## config.mk

```make
export PLATFORM = sky130hd
export DESIGN_NAME = bram_port_arbiter
export DESIGN_NICKNAME = d
export VERILOG_FILES = /design/src/rtl/bram_port_arbiter.sv
export SDC_FILE = /design/constraint.sdc
export NUM_CORES = 1
export LEC_CHECK = 0
export CAP_MARGIN = 20
export CORE_UTILIZATION = 32
export CTS_BUF_LIST = sky130_fd_sc_hd__clkbuf_2
export DETAILED_ROUTE_END_ITERATION = 6
export GPL_ROUTABILITY_DRIVEN = 0
export GPL_TIMING_DRIVEN = 0
export PLACE_DENSITY_LB_ADDON = 0.2
export SETUP_SLACK_MARGIN = 0.3
export SLEW_MARGIN = 20
export SYNTH_ARGS = -nofsm -noshare
export SYNTH_HDL_FRONTEND = slang
export SYNTH_SLANG_ARGS = --single-unit
export TNS_END_PERCENT = 30
```

## constraint.sdc

```tcl
create_clock -name clk -period 3.3 [get_ports clk]
set_input_delay 0.66 -clock clk [delete_from_list [all_inputs] [get_ports clk]]
set_output_delay 0.66 -clock clk [all_outputs]
set_load 0.05 [all_outputs]
```

## src/rtl/bram_port_arbiter.sv

```systemverilog
// Two-channel scheduler in front of a true-dual-port BRAM: passes disjoint accesses, serializes
// same-address collisions round-robin, tracks read latency. BRAM_ARB_STATS_EN enables conflict_cnt.
module bram_rd_lane #(
  parameter int DATA_W = 16,
  parameter int RD_LAT = 1
) (
  input  logic              clk,
  input  logic              rst_n,
  input  logic              rden,
  input  logic [DATA_W-1:0] dout,
  output logic              rvalid,
  output logic [DATA_W-1:0] rdata
);
  logic [RD_LAT:1]    vld_pipe;
  logic [DATA_W-1:0]  hold_q;

  always_ff @(posedge clk) begin
    if (!rst_n) begin
      vld_pipe <= '0;
      hold_q   <= '0;
    end else begin
      vld_pipe[1] <= rden;
      for (int i = 2; i <= RD_LAT; i++) vld_pipe[i] <= vld_pipe[i-1];
      if (rvalid) hold_q <= dout;
    end
  end

  // Gated by rst_n so reset clears outputs in the same cycle, not one edge later.
  assign rvalid = rst_n & vld_pipe[RD_LAT];
  assign rdata  = !rst_n ? '0 : (rvalid ? dout : hold_q);
endmodule

module bram_port_arbiter #(
  parameter int ADDR_W = 10,
  parameter int DATA_W = 16,
  parameter int RD_LAT = 1
) (
  input  logic              clk,
  input  logic              rst_n,
  input  logic              a_req,
  input  logic              a_we,
  input  logic [ADDR_W-1:0] a_addr,
  input  logic [DATA_W-1:0] a_wdata,
  input  logic              b_req,
  input  logic              b_we,
  input  logic [ADDR_W-1:0] b_addr,
  input  logic [DATA_W-1:0] b_wdata,
  output logic              a_gnt,
  output logic              b_gnt,
  output logic              a_rvalid,
  output logic              b_rvalid,
  output logic [DATA_W-1:0] a_rdata,
  output logic [DATA_W-1:0] b_rdata,
  output logic              wrena,
  output logic              rdena,
  output logic [ADDR_W-1:0] addra,
  output logic [DATA_W-1:0] dina,
  output logic              wrenb,
  output logic              rdenb,
  output logic [ADDR_W-1:0] addrb,
  output logic [DATA_W-1:0] dinb,
  input  logic [DATA_W-1:0] douta,
  input  logic [DATA_W-1:0] doutb,
  output logic [15:0]       conflict_cnt
);
  localparam int NUM_LANES = 2;

  logic prio;
  logic conflict;
  logic [NUM_LANES-1:0]             rden, rvalid;
  logic [NUM_LANES-1:0][DATA_W-1:0] dout, rdata;

  assign conflict = a_req & b_req & (a_addr == b_addr) & (a_we | b_we);
  assign a_gnt    = rst_n & a_req & (~conflict | ~prio);
  assign b_gnt    = rst_n & b_req & (~conflict |  prio);

  assign wrena = a_gnt & a_we;
  assign rdena = a_gnt & ~a_we;
  assign wrenb = b_gnt & b_we;
  assign rdenb = b_gnt & ~b_we;
  assign addra = a_addr;
  assign dina  = a_wdata;
  assign addrb = b_addr;
  assign dinb  = b_wdata;

  // Priority flips to the loser after every collision cycle.
  always_ff @(posedge clk) begin
    if (!rst_n)        prio <= 1'b0;
    else if (conflict) prio <= ~prio;
  end

  assign rden = {rdenb, rdena};
  assign dout = {doutb, douta};

  for (genvar l = 0; l < NUM_LANES; l++) begin : g_lane
    bram_rd_lane #(.DATA_W(DATA_W), .RD_LAT(RD_LAT)) u_lane (
      .clk    (clk),
      .rst_n  (rst_n),
      .rden   (rden[l]),
      .dout   (dout[l]),
      .rvalid (rvalid[l]),
      .rdata  (rdata[l])
    );
  end

  assign a_rvalid = rvalid[0];
  assign b_rvalid = rvalid[1];
  assign a_rdata  = rdata[0];
  assign b_rdata  = rdata[1];

`ifdef BRAM_ARB_STATS_EN
  logic [15:0] cnt_q;
  always_ff @(posedge clk) begin
    if (!rst_n)                             cnt_q <= '0;
    else if (conflict && cnt_q != 16'hFFFF) cnt_q <= cnt_q + 16'd1;
  end
  assign conflict_cnt = rst_n ? cnt_q : 16'h0000;
`else
  assign conflict_cnt = 16'h0000;
`endif
endmodule
```

# [Word level (Yosys, flattened, before mapping)]
# Index checks and enable logic that the tools add are counted.
[totals] out_inout_bits=108 wordCells=30 regBits=35
[classes] bitwise=20 muxes=4 n_eq_ne=1
[ops] cell="2-to-1 mux 16 bit" count=4
[ops] cell="AND 1 bit" count=13
[ops] cell="== test 10 bit" count=1
[ops] cell="NOT 1 bit" count=4
[ops] cell="bitwise OR 1 bit" count=3

# [Logic depth before layout (Yosys ltp)]
[logic_depth] depth_word=7 depth_mapped=4

# [Modules after synthesis]
# Synthesis repeated with hierarchy kept, for this count alone.
[hier_totals] cells_unflattened=205 area_unflattened_um2=2044.5
[modules_own_cells] mod="bram_rd_lane" area_each_um2=649.4 instances=2 seq_area_each_um2=340.3 cells_each=54
[modules_own_cells] mod="bram_port_arbiter" area_each_um2=745.7 instances=1 seq_area_each_um2=20.0 cells_each=97

# [Worst setup path after synthesis]
# No wires, ideal clock.
[synth_path] path_type="input-to-output" start="in b_we" end="out wrena" path_stages=4 required_time_ns=2.640 arrival_time_ns=2.222 slack_ns=0.418 cell_sequence="o211ai_1 > or4_4 > nor4_2 > nor3b_1"
[synth_via] elab_chain_len=6
[synth_rtl] element="start, declared" line_no="45" rtl="input logic b_we,"
[synth_rtl] element="bitwise OR 1 bit" line_no="73" rtl="assign conflict = a_req & b_req & (a_addr == b_addr) & (a_we | b_we);"
[synth_rtl] element="AND 1 bit" line_no="73"
[synth_rtl] element="NOT 1 bit" line_no="74" rtl="assign a_gnt = rst_n & a_req & (~conflict | ~prio);"
[synth_rtl] element="bitwise OR 1 bit" line_no="74"
[synth_rtl] element="AND 1 bit" line_no="74"
[synth_rtl] element="AND 1 bit" line_no="77" rtl="assign wrena = a_gnt & a_we;"
[synth_rtl] element="end, declared" line_no="54" rtl="output logic wrena,"
# Every way passes these cells.

# [Worst setup path after layout]
[layout_path] start="in rst_n" end="out b_rdata[13]"
[layout_via] elab_chain_len=3
[layout_rtl] element="start, declared" line_no="39" rtl="input logic rst_n,"
[layout_rtl] element="AND 1 bit" line_no="29" rtl="assign rvalid = rst_n & vld_pipe[RD_LAT];"
[layout_rtl] element="2-to-1 mux 16 bit"
[layout_rtl] element="2-to-1 mux 16 bit *"
[layout_rtl] element="end, declared" line_no="53" rtl="output logic [DATA_W-1:0] b_rdata,"
# Mark *: on every way between the ends. The rest lies on a longest branch, timed or not.

==> results.toml <==
[job]
maxCapViolations = 0

[timing]
fmax_mhz = 331
hold_violations = 0
fin_skew_ps = 16.3
grt_setup_unrepaired = "true"
tightest_slew_ps = 519
fin_crit_ps = 3020
max-slew-margin-rel_pct = 65.3
drv_slew = 0
finalCritPeriodShare_pct = 91.5
final-setup-viol-count = 0
fin_hold_ws_ps = 523

[cts]
postCtsSetupBuffers = 0
cts.path.max_buffers = 2
tritoncts = "yes"
root_buffer = "clkbuf_2"
cts_buffers = 5
h-tree-depth = 2
clock_insertion_delay_worst_skew_ps = 360
ctsHoldBuffers = 0
clock_sinks = 35
clkSlewWorstSetupHoldPaths_ps = 180

[logic_synthesis]
synthArstFlopShare_pct = 0
yosys.area.top_type = "dfxtp_1"
ys_top_cells_by_count = "68 x buf_4, 35 x dfxtp_1, 34 x nor2_1"
netlist_top_cells_area = "dfxtp_1 36%, buf_4 27%, mux2i_1 17%"
ys_seq_area_share_pct = 36.5
synth_ff_type = "dfxtp_1"
synth.most_common_cell = "buf_4"
syn_inst = 207
synth_top_area_share_pct = 36.5
syn_avg_cell_area_um2 = 9.28
synth_enable_flop_cells = 0
synth_cell_types = 22
yosysWarnings = 0
syn-cell-area_mm2 = 0.00192
ys_seq_elements = 35

[pwr]
p_sw_share_pct = 39.1
power_density_mw_per_mm2 = 324
seq_power_share_pct = 38.6
p_clk_share_pct = 17.4
switchingPower_uw = 446
peakVddDrop_uv = 265
total_leakage_power_uw = 0.00163
p_int_uw = 695
comb_power_share_pct = 44.0

[global_routing]
grt_antenna_before_repair = 0
grt_max_degree = 12
grt_pass1_vias = 1739
overflow = 0
grtUsageTotal_pct = 16.8
grt_pass1_wl_um = 8170

[routing]
vias = 1840
first_pass_iters = 4
drt_iter0_drc = 9
ant_nets = 0
drc = 0
wl_um = 5280
wire_per_inst_um = 11.7
vias_per_cell = 4.08

[setup_path]
critPathSlowestCell = "clkdlybuf4s50_1"
cp_max_fo = 6
critPathMaxStageDelay_ps = 840
critical_path_arrival_ps = 2360
path_common_cell = "clkdlybuf4s50_1"
cp_num_buf_inv = 3
cp_data_required_time_ps = 2640
cp_top_family = "buffers and inverters"
end_kind = "output port"
crit_type = "in -> out"
cp-start-kind = "input pin"
crit_chain = "clkdlybuf4s50_1, inv_1, nor2_1, clkdlybuf4s50_1"

[die]
core_area_mm2 = 0.00564
die-width_um = 79.5
row_count = 27
io_pins = 198
die_h_um = 79.5
die-area_mm2 = 0.00632
floorplan.initialDensity_pct = 34.1

[layout]
fin_cells = 451
area_growth_pct = 83.3
antenna_cells = 0
final_area_mm2 = 0.00352
final_nets = 468
drive_gt1_share_pct = 26.6

[hold_path]
hp-class = "reg -> reg"

[place]
place_inst = 443
dp.final_hpwl_um = 4370
dpl-instance-area_mm2 = 0.00356
io_buffers = 149

[status]
status = "finished, final reports clean"
-- layout make-up --
| cell class | count | area (um^2) |
|---|---|---|
| Tap cell | 72 | 90.1 |
| Fill cell | 530 | 2120 |
| Buffer | 75 | 543 |
| Inverter | 2 | 7.51 |
| Clock inverter | 2 | 12.5 |
| Clock buffer | 6 | 30.0 |
| Multi-Input combinational cell | 110 | 744 |
| Timing Repair Buffer | 149 | 1400 |
| Sequential cell | 35 | 701 |
-- per-stage QoR --
step           power (uW)  setup WS [ps]  utilization, %  TNS [ps]
2_1_floorplan         788            418               -         0
5_1_grt              1200            142            62.5         0
3_3_place_gp          963           -492            63.1     -3990
3_5_place_dp          967           -513            63.1     -3610
6_report             1140            281            62.5         0
4_1_cts              1160           98.3            63.1         0
-- logic make-up after synthesis --
group / share of synthesized area [%]
AO/OA/AOI/OAI: 1.24
XOR/XNOR: 4.56
buffers and inverters: 28.5
flip-flops: 36.5
multiplexers: 16.7
other: 0.195
AND/OR/NAND/NOR: 12.4
-- repair_timing --
action	4_1_cts	5_1_grt
resized for setup	90	24
endpoints found under the setup margin	40	38
gates cloned	0	0
pin swaps	8	0
-- power by group through the flow --
stage	Combinational [uW]	Sequential [uW]	Clock [uW]
2_1_floorplan	339	449	0
3_3_place_gp	514	449	0
3_5_place_dp	518	450	0
4_1_cts	506	441	210
5_1_grt	527	442	232
6_report	502	440	198
-- flip-flops by register name, indices dropped and copies added, names as in the netlist --
| name | count |
|---|---|
| g_lane.u_lane.vld_pipe | 2 |
| prio | 1 |
| g_lane.u_lane.hold_q | 32 |
-- layout by cell type, fill, tap and decap left out, drive strengths merged, types with 6 or more instances in the layout --
| cell | instances |
|---|---|
| dfxtp | 35 |
| mux2i | 32 |
| xnor2 | 7 |
| buf | 76 |
| conb | 16 |
| clkdlybuf4s50 | 102 |
| nor2 | 34 |
| dlygate4sd2 | 25 |
| clkdlybuf4s15 | 6 |
| clkbuf | 21 |
-- worst paths after layout --
check	from	endpoint	slack, ps	cells after the start
setup / recovery	rst_n	b_rdata[13]	280	4
hold / removal	g_lane[0].u_lane.hold_q[12]$_DFF_P_	g_lane[0].u_lane.hold_q[12]$_DFF_P_	520	2
hold reg to reg	g_lane[0].u_lane.hold_q[12]$_DFF_P_	g_lane[0].u_lane.hold_q[12]$_DFF_P_	520	2
setup reg to reg	g_lane[1].u_lane.vld_pipe$_SDFF_PN0_	g_lane[1].u_lane.hold_q[4]$_DFF_P_	1950	4
-- worst min-delay path, cell delays in order (launching register included) --
cell     delay, ps
dfxtp_1        340
mux2i_1         60
nor2_1         100
-- per-layer routing --
metal  vias up  GRT usage [%]  share of wire (%)
met5         -              0                  0
met4         0           4.91               0.72
met3         4           8.69                 14
met2       106           29.9                 52
met1       801           16.8                 33
li1        929              -                  -
(Power assumes the default switching activity.)
